**src/rtl/conv_stream_pkg.sv**
```systemverilog
// Shared types and width helpers for the streaming convolution engine.
// Contents:
//   state_e  - engine FSM states (idle, line fill, tap-serial compute, result output)
//   idx_w()  - index width for a count of n items (never below 1 bit)
//   acc_w()  - accumulator width wide enough for K*K full-scale products
package conv_stream_pkg;

  typedef enum logic [1:0] {
    StIdle,
    StFill,
    StCompute,
    StOut
  } state_e;

  function automatic int unsigned idx_w(input int unsigned n);
    return (n > 1) ? $clog2(n) : 1;
  endfunction

  function automatic int unsigned acc_w(input int unsigned data_w, input int unsigned k);
    return 2 * data_w + $clog2(k * k);
  endfunction

endpackage

```
**src/rtl/conv_line_buffer.sv**
```systemverilog
// K-row circular line buffer holding K x IMG_W unsigned pixels.
// Ports:
//   clk_i, rst_i        clock, synchronous active-high reset (clears contents)
//   we_i                write enable
//   wr_row_i, wr_col_i  write location
//   wr_data_i           pixel to store
//   rd_row_i, rd_col_i  read location (combinational read)
//   rd_data_o           pixel at the read location
module conv_line_buffer
  import conv_stream_pkg::*;
#(
  parameter int unsigned DATA_W = 8,
  parameter int unsigned K      = 4,
  parameter int unsigned IMG_W  = 16,
  localparam int unsigned RowW  = idx_w(K),
  localparam int unsigned ColW  = idx_w(IMG_W)
) (
  input  logic              clk_i,
  input  logic              rst_i,
  input  logic              we_i,
  input  logic [RowW-1:0]   wr_row_i,
  input  logic [ColW-1:0]   wr_col_i,
  input  logic [DATA_W-1:0] wr_data_i,
  input  logic [RowW-1:0]   rd_row_i,
  input  logic [ColW-1:0]   rd_col_i,
  output logic [DATA_W-1:0] rd_data_o
);

  logic [DATA_W-1:0] mem_q [K][IMG_W];

  always_ff @(posedge clk_i) begin
    if (rst_i) begin
      for (int r = 0; r < K; r++) begin
        for (int c = 0; c < IMG_W; c++) begin
          mem_q[r][c] <= '0;
        end
      end
    end else if (we_i) begin
      mem_q[wr_row_i][wr_col_i] <= wr_data_i;
    end
  end

  assign rd_data_o = mem_q[rd_row_i][rd_col_i];

endmodule

```
**src/rtl/conv_stream_engine.sv**
```systemverilog
// Streaming K x K convolution engine, stride 1, no padding, KERNEL_COUNT filters in parallel.
// Pixels stream in row-major over in_valid_i/in_ready_o; each window is MAC'd one tap per
// cycle against all filters; one result vector per window leaves on out_valid_o/out_ready_i.
// Ports:
//   clk_i, rst_i                  clock, synchronous active-high reset
//   start_i                       begin one image (honoured in idle only)
//   flt_wr_en_i/sel/addr/data     filter tap write (honoured in idle only), addr = row*K+col
//   in_valid_i, in_ready_o, in_data_i     unsigned pixel stream
//   out_valid_o, out_ready_i, out_data_o  signed result vector, filter 0 in the LSBs
//   busy_o                        high outside idle
//   done_o                        one-cycle pulse after the last result handshake
// Build option: define CONV_STREAM_RELU_EN to clamp negative results to zero at the output.
module conv_stream_engine
  import conv_stream_pkg::*;
#(
  parameter int unsigned DATA_W       = 8,
  parameter int unsigned K            = 4,
  parameter int unsigned IMG_W        = 16,
  parameter int unsigned IMG_H        = 16,
  parameter int unsigned KERNEL_COUNT = 4,
  parameter int unsigned ACC_W        = acc_w(DATA_W, K),
  localparam int unsigned SelW        = idx_w(KERNEL_COUNT),
  localparam int unsigned TapW        = idx_w(K * K)
) (
  input  logic                          clk_i,
  input  logic                          rst_i,
  input  logic                          start_i,
  input  logic                          flt_wr_en_i,
  input  logic [SelW-1:0]               flt_sel_i,
  input  logic [TapW-1:0]               flt_addr_i,
  input  logic [DATA_W-1:0]             flt_data_i,
  input  logic                          in_valid_i,
  output logic                          in_ready_o,
  input  logic [DATA_W-1:0]             in_data_i,
  output logic                          out_valid_o,
  input  logic                          out_ready_i,
  output logic [KERNEL_COUNT*ACC_W-1:0] out_data_o,
  output logic                          busy_o,
  output logic                          done_o
);

  localparam int unsigned RowW = idx_w(K);
  localparam int unsigned ColW = idx_w(IMG_W);
  localparam int unsigned CntW = $clog2(IMG_H + 1);
  localparam int unsigned PrdW = 2 * DATA_W + 1;

  localparam logic [RowW-1:0] RowLast  = RowW'(K - 1);
  localparam logic [RowW:0]   RowCount = (RowW + 1)'(K);
  localparam logic [ColW-1:0] ColLast  = ColW'(IMG_W - 1);
  localparam logic [ColW-1:0] Col0Last = ColW'(IMG_W - K);
  localparam logic [CntW-1:0] KRows    = CntW'(K);
  localparam logic [CntW-1:0] ImgRows  = CntW'(IMG_H);
  localparam logic [TapW-1:0] TapLast  = TapW'(K * K - 1);

  state_e            state_q, state_d;
  logic [ColW-1:0]   col_q, col_d;
  logic [RowW-1:0]   wr_row_q, wr_row_d;
  logic [CntW-1:0]   rows_seen_q, rows_seen_d;
  logic [ColW-1:0]   col0_q, col0_d;
  logic [TapW-1:0]   tap_q, tap_d;
  logic [RowW-1:0]   tr_q, tr_d;
  logic [RowW-1:0]   tc_q, tc_d;
  logic              done_q, done_d;
  logic [ACC_W-1:0]  acc_q [KERNEL_COUNT];
  logic [ACC_W-1:0]  acc_d [KERNEL_COUNT];
  logic signed [DATA_W-1:0] w_q [KERNEL_COUNT][K*K];

  logic              lb_we;
  logic [RowW:0]     row_sum;
  logic [RowW-1:0]   rd_row;
  logic [ColW-1:0]   rd_col;
  logic [DATA_W-1:0] pix;
  logic signed [PrdW-1:0] pix_ext;
  logic signed [PrdW-1:0] w_ext [KERNEL_COUNT];
  logic signed [PrdW-1:0] prod  [KERNEL_COUNT];

  // wr_row_q already points past the newest row, so it names the oldest row = window top.
  assign row_sum = {1'b0, wr_row_q} + {1'b0, tr_q};
  assign rd_row  = (row_sum >= RowCount) ? RowW'(row_sum - RowCount) : RowW'(row_sum);
  assign rd_col  = col0_q + ColW'(tc_q);
  assign lb_we   = (state_q == StFill) && in_valid_i;

  conv_line_buffer #(
    .DATA_W (DATA_W),
    .K      (K),
    .IMG_W  (IMG_W)
  ) u_line_buffer (
    .clk_i     (clk_i),
    .rst_i     (rst_i),
    .we_i      (lb_we),
    .wr_row_i  (wr_row_q),
    .wr_col_i  (col_q),
    .wr_data_i (in_data_i),
    .rd_row_i  (rd_row),
    .rd_col_i  (rd_col),
    .rd_data_o (pix)
  );

  // MAC lanes: tap 0 restarts the accumulator so no separate clear cycle is needed.
  assign pix_ext = $signed({{DATA_W{1'b0}}, 1'b0, pix});

  always_comb begin
    for (int k = 0; k < KERNEL_COUNT; k++) begin
      w_ext[k] = {{(DATA_W + 1){w_q[k][tap_q][DATA_W-1]}}, w_q[k][tap_q]};
      prod[k]  = pix_ext * w_ext[k];
      acc_d[k] = acc_q[k];
      if (state_q == StCompute) begin
        acc_d[k] = ((tap_q == '0) ? '0 : acc_q[k]) + ACC_W'(prod[k]);
      end
    end
  end

  always_comb begin
    state_d     = state_q;
    col_d       = col_q;
    wr_row_d    = wr_row_q;
    rows_seen_d = rows_seen_q;
    col0_d      = col0_q;
    tap_d       = tap_q;
    tr_d        = tr_q;
    tc_d        = tc_q;
    done_d      = 1'b0;
    unique case (state_q)
      StIdle: begin
        if (start_i) begin
          state_d     = StFill;
          col_d       = '0;
          wr_row_d    = '0;
          rows_seen_d = '0;
          col0_d      = '0;
          tap_d       = '0;
          tr_d        = '0;
          tc_d        = '0;
        end
      end
      StFill: begin
        if (in_valid_i) begin
          if (col_q == ColLast) begin
            col_d       = '0;
            wr_row_d    = (wr_row_q == RowLast) ? '0 : wr_row_q + RowW'(1);
            rows_seen_d = rows_seen_q + CntW'(1);
            if (rows_seen_d >= KRows) begin
              state_d = StCompute;
              col0_d  = '0;
            end
          end else begin
            col_d = col_q + ColW'(1);
          end
        end
      end
      StCompute: begin
        tap_d = tap_q + TapW'(1);
        if (tc_q == RowLast) begin
          tc_d = '0;
          tr_d = tr_q + RowW'(1);
        end else begin
          tc_d = tc_q + RowW'(1);
        end
        if (tap_q == TapLast) begin
          state_d = StOut;
          tap_d   = '0;
          tr_d    = '0;
          tc_d    = '0;
        end
      end
      StOut: begin
        if (out_ready_i) begin
          if (col0_q < Col0Last) begin
            col0_d  = col0_q + ColW'(1);
            state_d = StCompute;
          end else if (rows_seen_q == ImgRows) begin
            done_d  = 1'b1;
            state_d = StIdle;
          end else begin
            state_d = StFill;
          end
        end
      end
      default: state_d = StIdle;
    endcase
  end

  always_ff @(posedge clk_i) begin
    if (rst_i) begin
      state_q     <= StIdle;
      col_q       <= '0;
      wr_row_q    <= '0;
      rows_seen_q <= '0;
      col0_q      <= '0;
      tap_q       <= '0;
      tr_q        <= '0;
      tc_q        <= '0;
      done_q      <= 1'b0;
      for (int k = 0; k < KERNEL_COUNT; k++) begin
        acc_q[k] <= '0;
      end
    end else begin
      state_q     <= state_d;
      col_q       <= col_d;
      wr_row_q    <= wr_row_d;
      rows_seen_q <= rows_seen_d;
      col0_q      <= col0_d;
      tap_q       <= tap_d;
      tr_q        <= tr_d;
      tc_q        <= tc_d;
      done_q      <= done_d;
      for (int k = 0; k < KERNEL_COUNT; k++) begin
        acc_q[k] <= acc_d[k];
      end
    end
  end

  // Filter register file; writes land only while idle.
  always_ff @(posedge clk_i) begin
    if (rst_i) begin
      for (int k = 0; k < KERNEL_COUNT; k++) begin
        for (int t = 0; t < K * K; t++) begin
          w_q[k][t] <= '0;
        end
      end
    end else if ((state_q == StIdle) && flt_wr_en_i) begin
      w_q[flt_sel_i][flt_addr_i] <= flt_data_i;
    end
  end

  always_comb begin
    out_data_o = '0;
    for (int k = 0; k < KERNEL_COUNT; k++) begin
`ifdef CONV_STREAM_RELU_EN
      out_data_o[k*ACC_W +: ACC_W] = acc_q[k][ACC_W-1] ? '0 : acc_q[k];
`else
      out_data_o[k*ACC_W +: ACC_W] = acc_q[k];
`endif
    end
  end

  assign in_ready_o  = (state_q == StFill);
  assign out_valid_o = (state_q == StOut);
  assign busy_o      = (state_q != StIdle);
  assign done_o      = done_q;

endmodule
```
**config.mk**
```make
export PLATFORM = sky130hd
export DESIGN_NAME = conv_stream_engine
export DESIGN_NICKNAME = d
export VERILOG_FILES = /design/src/rtl/conv_stream_pkg.sv /design/src/rtl/conv_line_buffer.sv /design/src/rtl/conv_stream_engine.sv
export SDC_FILE = /design/constraint.sdc
export NUM_CORES = 2
export LEC_CHECK = 0
export CORE_UTILIZATION = 58
export CTS_CLUSTER_SIZE = 16
export DETAILED_ROUTE_END_ITERATION = 6
export GPL_TIMING_DRIVEN = 0
export PLACE_DENSITY = 0.88
export SLEW_MARGIN = 40
export SYNTH_ARGS = -nofsm -noshare
export SYNTH_HDL_FRONTEND = slang
export SYNTH_SLANG_ARGS = --single-unit
```
**constraint.sdc**
```tcl
create_clock -name clk_i -period 8.3 [get_ports clk_i]
set_clock_uncertainty 0.05 [all_clocks]
set_input_delay 1.66 -clock clk_i [delete_from_list [all_inputs] [get_ports clk_i]]
set_output_delay 1.66 -clock clk_i [all_outputs]
set_load 0.03 [all_outputs]
```
# Word-level counts from Yosys, hierarchy flattened
# Memory sizes are Yosys's and may differ from the RTL's.
# Index checks and enable logic that the tools add are counted.
[word_totals] n_memories=3 ram_bits=1104 input_bits=28 ff_bits=26 output_inout_bits=84 wordCells=168
[mem_list] memory="u_line_buffer.mem_q" words=4 width=128 rd=1 rd_clocked_by_memory_dff=0 wr=4 line="conv_line_buffer.sv:29" rtl="logic [DATA_W-1:0] mem_q [K][IMG_W];"
[mem_list] memory="w_q" words=4 width=128 rd=4 rd_clocked_by_memory_dff=0 wr=4 line="conv_stream_engine.sv:66" rtl="logic signed [DATA_W-1:0] w_q [KERNEL_COUNT][K*K];"
[mem_list] memory="acc_q" words=4 width=20 rd=4 rd_clocked_by_memory_dff=0 wr=4 line="conv_stream_engine.sv:64" rtl="logic [ACC_W-1:0] acc_q [KERNEL_COUNT];"
[classes] n_reduce_logical=19 multipliers=4 add_sub_neg=14 n_eq_ne=16 order_cmp=9 bitwise_logic=10 muxes=84
[ops] op="$mux W128" count=6
[ops] op="$reduce_or A128 Y1" count=2
[ops] op="$mux W20" count=12
[ops] op="$bmux W8 S4" count=5
[ops] op="$mux W8" count=12
[ops] op="$add A20 B20 Y20" count=4
[ops] op="$mul A9 B8 Y17" count=4
[ops] op="$demux W8 S4" count=2
[ops] op="$mux W2" count=18
[ops] op="$mux W4" count=9
[ops] op="$ge A5 B5 Y1 const B" count=4
[ops] op="$not A4 Y5" count=4
[ops] op="$pmux W4 S2" count=2
[ops] op="$mux W5" count=3
[ops] op="$add A4 B1 Y4 const B" count=3
[ops] op="$pmux W2 S2" count=3
[ops] op="$pmux W4 S3" count=1
[ops] op="$lt A5 B1 Y1 const B" count=2
[ops] op="$ne A2 B1 Y1 const B" count=5
[ops] op="$pmux W5 S2" count=1
[ops] op="$mux W1" count=9
[ops] op="$eq A2 B2 Y1 const B" count=4
[ops] op="$eq A4 B4 Y1 const B" count=2
[ops] op="$pmux W2 S4" count=1
[ops] op="other kinds (25)" count=38

# Longest topological paths before layout
# An unclocked memory read counts as a cell.
[depth] depth_word=11 ltp_mapped=37 depth_no_buf=33

# By module
# Synthesis repeated with hierarchy kept, for this count alone.
[unflattened] cells_unflattened=5129 hier_area_um2=64289.2
[modules_own_cells] module="conv_stream_engine" n_inst=1 seq_area_each_um2=17496.8 cells_per_inst=3543 area_per_inst_um2=40317.4
[modules_own_cells] module="conv_line_buffer" n_inst=1 seq_area_each_um2=15374.7 cells_per_inst=1586 area_per_inst_um2=23971.7

# Worst setup path after synthesis
# OpenSTA, ideal clock, no wires.
[synth_path] path_kind="register to register" from="reg wr_row_q[0]" to="mem acc_q[3][19] (netlist bit)" setup_ns=0.120 n_path_buf=5 slack_ns=-0.201 synth_period_minus_slack_ns=8.501 path_stages_with_launch=34 t_arrival_ns=8.331 required_ns=8.130 cell_sequence="dfxtp_1 ha_1 buf_2 buf_2 buf_2 clkbuf_1 mux4_2 mux4_2 mux2i_4 buf_2 o22ai_1 fa_1 inv_1 fa_1 inv_1 fa_1 inv_1 fa_1 inv_1 ha_1 o21ai_0 o21a_1 nor3_1 a21oi_1 xnor2_1 ha_1 and3_1 a221o_1 a31oi_1 a31oi_1 o21ai_0 nor3_1 o311a_1 a211o_1"
[synth_rtl] item="start, declared" line="conv_stream_engine.sv:57" rtl="logic [RowW-1:0] wr_row_q, wr_row_d;"
[synth_rtl] item="start signal, assigned" line="conv_stream_engine.sv:200" rtl="wr_row_q <= wr_row_d;"
[synth_rtl] item="end, declared" line="conv_stream_engine.sv:64"

==> results.json <==
{
  "arrival_ns": 9.31,
  "num_vias": 51349,
  "path_clk_slew_ns": 0.07,
  "p_clk_frac": 0.299,
  "ys_warn_count": 0,
  "pre_cts_ws_ns": -2.01,
  "postRouteAntennaNets": 0,
  "track_usage": 0.404,
  "dieArea_sq_um": 114000,
  "root_buffer": "clkbuf_16",
  "ys_types": 79,
  "cts_buffer_depth": 3,
  "grt_pass1_wl_um": 330000,
  "synth.cell_area_sq_um": 65300,
  "r2r_cells": 32,
  "yosys_most_used_dff": "edfxtp_1",
  "hold_path_class": "reg -> reg",
  "peakVddDrop_mv": 0.265,
  "r2r_start": "tc_q[0]",
  "ioPinCount": 112,
  "status": "finished, violations left",
  "grt_overflow": 0,
  "startpoint_type": "register",
  "place.gp.congestion": 1.05,
  "synthesis.nets": 5702,
  "holdPathEnd": "acc_q[1][10]",
  "max_freq_mhz": 114,
  "grt_antenna_before_repair": 12,
  "rows": 122,
  "fin_setup_tns_ns": -4.19,
  "cp.required_ns": 8.85,
  "slowest_stage": "fa_2",
  "avgRoutedWirePerCell_um": 32.3,
  "wl_um": 234000,
  "violations": "DRC, setup timing",
  "die_width_um": 337,
  "num-fill-cells": 7414,
  "synth_edf_count": 1024,
  "start_util": 0.587,
  "swShare": 0.341,
  "async_reset_ff_frac": 0,
  "htree_levels": 3,
  "rsz0062_at_grt": "yes",
  "ff2ff_setup_slack_ns": -0.46,
  "pwr-share-seq": 0.363,
  "area_growth_pct": 16.3,
  "syn_inst": 5262,
  "clk_latency_ns": 0.73,
  "max_stage_delay_ns": 0.68,
  "regArea_sq_um": 32900,
  "max-cap-violations": 0,
  "finalCritPeriodShare": 1.05,
  "regToRegEndpoint": "acc_q[3][17]",
  "dr.pass1.iters": 7,
  "min_from": "acc_q[1][10]",
  "worstMarginPinSlew_ns": 1.16,
  "path_class": "reg -> reg",
  "drtIter0Drc": 9020,
  "hold_violations": 0,
  "layout-drive-gt1-share": 0.188,
  "finalSetupViolCount": 15,
  "cp_max_fo": 10,
  "leakage_uw": 0.0307,
  "synth.avg_cell_area_sq_um": 12.4,
  "yosys_register_bits": 1130,
  "numCtsBuffers": 112,
  "ys_seq_area_frac": 0.504,
  "worst_slack_ns": -0.456,
  "vias_per_cell": 7.09,
  "cts_tree": "done",
  "cpMostUsedCell": "fa_1",
  "slew_headroom": 0.224,
  "power_density_nw_per_um2": 237,
  "hpwl_um": 157000,
  "p_sw_uw": 6130,
  "startpoint": "tc_q[0]",
  "nNetsFinal": 6066,
  "fp.dieH_um": 337,
  "multi_input_area_sq_um": 31100,
  "min_path_cells": 2,
  "grt_pass1_vias": 49817,
  "core_sq_um": 111000,
  "p_int_uw": 11800,
  "drc_errors": 126,
  "port_buffers": 95,
  "post-route-min-period_ns": 8.76,
  "final_max_slew_viol_count": 0,
  "grt_max_degree": 17,
  "numClockSinks": 1130,
  "cp-end-kind": "register",
  "comb_power_share": 0.338
}
-- power by group through the flow --
stage	Sequential, uW	Clock, uW	Combinational, uW
finish	6530	5380	6070
global route	6540	5500	6370
CTS	6520	5290	5480
detailed placement	6640	0	4660
global placement	6620	0	4550
floorplan	6650	0	3080
-- final cells by class --
| cell class | instances | area share |
|---|---|---|
| Multi-Input combinational cell | 3431 | 0.409 |
| Inverter | 272 | 0.0135 |
| Clock buffer | 137 | 0.0391 |
| Tap cell | 1488 | 0.0245 |
| Buffer | 427 | 0.0349 |
| Clock inverter | 71 | 0.0111 |
| Timing Repair Buffer | 252 | 0.0335 |
| Sequential cell | 1130 | 0.433 |
| Antenna cell | 30 | 0.000989 |
-- registers in the layout, indices dropped and copies added, names as in the netlist --
register and count:
col0_q 4, rows_seen_q 5, done_o 1, tap_q 4, col_q 4, w_q 512, tr_q 2, tc_q 2
u_line_buffer.mem_q 512, state_q 2, wr_row_q 2, acc_q 80
-- synth_stat cells, drive strengths merged, types with 37 or more instances --
library cell / instances / area share
a21o: 37 / 0.0043
nand3: 53 / 0.0041
buf: 125 / 0.0096
mux4: 317 / 0.11
clkbuf: 304 / 0.017
ha: 259 / 0.050
nor2: 191 / 0.011
and3: 528 / 0.051
nand2: 360 / 0.021
o22ai: 156 / 0.015
a21oi: 154 / 0.012
o22a: 43 / 0.0058
xnor2: 56 / 0.0075
inv: 271 / 0.016
and2: 619 / 0.059
edfxtp: 1024 / 0.47
dfxtp: 106 / 0.033
fa: 153 / 0.047
o21ai: 130 / 0.010
-- placed cells by master (no fill, tap or decap), types with 18 or more instances in the layout --
cell and instances:
nand2_1 345, o21ai_1 22, clkinv_2 22, inv_1 254
clkinv_1 21, clkbuf_2 41, clkbuf_1 263, ha_1 231
a21o_1 37, buf_1 24, and3_1 527, xor2_1 23
a211oi_1 19, mux4_2 317, dfxtp_1 101, diode_2 30
xnor2_1 37, fa_1 144, ha_4 25, buf_6 45
edfxtp_1 1024, and2_1 614, nand3_1 52, o21ai_2 57
o21ai_0 48, o21bai_1 21, clkdlybuf4s50_1 95, o22ai_1 150
buf_8 18, buf_12 42, a21oi_1 132, nor3_1 24
nor2_1 186, clkbuf_16 116, buf_4 130, o22a_1 43
-- critical path: cells and delay by family, from the launching register on --
family / cells / cell delay (ns)
adders and majority gates: 8 / 3.48
AOI/OAI and AO/OA: 11 / 1.97
buffers and inverters: 8 / 1.30
muxes: 2 / 0.76
xor gates and xnor gates: 2 / 0.48
DFF: 1 / 0.36
and+or+nand+nor: 1 / 0.19
-- what timing repair did --
item / 4_1_cts / 5_1_grt
cloned: 4 / 1
endpoints found under the setup margin: 41 / 29
hold buffers: 0 / 0
buffers inserted: 130 / 23
pin swaps: 127 / 82
gates resized for setup: 409 / 102
-- routing by layer --
layer	wire, um	vias up	global-route usage
li1	-	20176	-
met1	75300	24577	0.495
met2	99800	5226	0.599
met3	39600	1358	0.163
met4	18800	12	0.248
met5	125	-	0.00723
-- metrics by stage --
| step | util | hold slack [ns] | cell area [sq um] | cells | total power [uW] |
|---|---|---|---|---|---|
| floorplan | - | 0.416 | 65300 | 5262 | 9730 |
| global placement | 0.613 | 0.402 | 68100 | 6845 | 11200 |
| detailed placement | 0.614 | 0.411 | 68200 | 6846 | 11300 |
| CTS | 0.675 | 0.419 | 75000 | 7188 | 17300 |
| global route | 0.682 | 0.443 | 75800 | 7209 | 18400 |
| finish | 0.683 | 0.420 | 75900 | 7238 | 18000 |
-- worst max path at each step --
stage | endpoint | slack (ns) | cells after the start
final | acc_q[3][17] | -0.46 | 32
after CTS | acc_q[0][19] | -0.23 | 38
after global routing | acc_q[3][17] | -0.59 | 40
after detailed placement | acc_q[3][19] | -2.01 | 33
after global placement | acc_q[3][19] | -2.28 | 31
after floorplan | acc_q[3][19] | 0.004 | 33
-- kinds of logic (layout without fill, tap and decap cells) --
kind of cell / after synthesis / in the layout / share of synthesized area
muxes: 350 / 350 / 0.117
xor gates and xnor gates: 91 / 91 / 0.0129
AOI/OAI and AO/OA: 704 / 704 / 0.0693
DFF: 1130 / 1130 / 0.504
buffers and inverters: 701 / 1159 / 0.0427
adders and majority gates: 412 / 412 / 0.0966
and+or+nand+nor: 1874 / 1874 / 0.158
other: 0 / 30 / 0
Note: power is estimated with default switching activity, not from simulation.
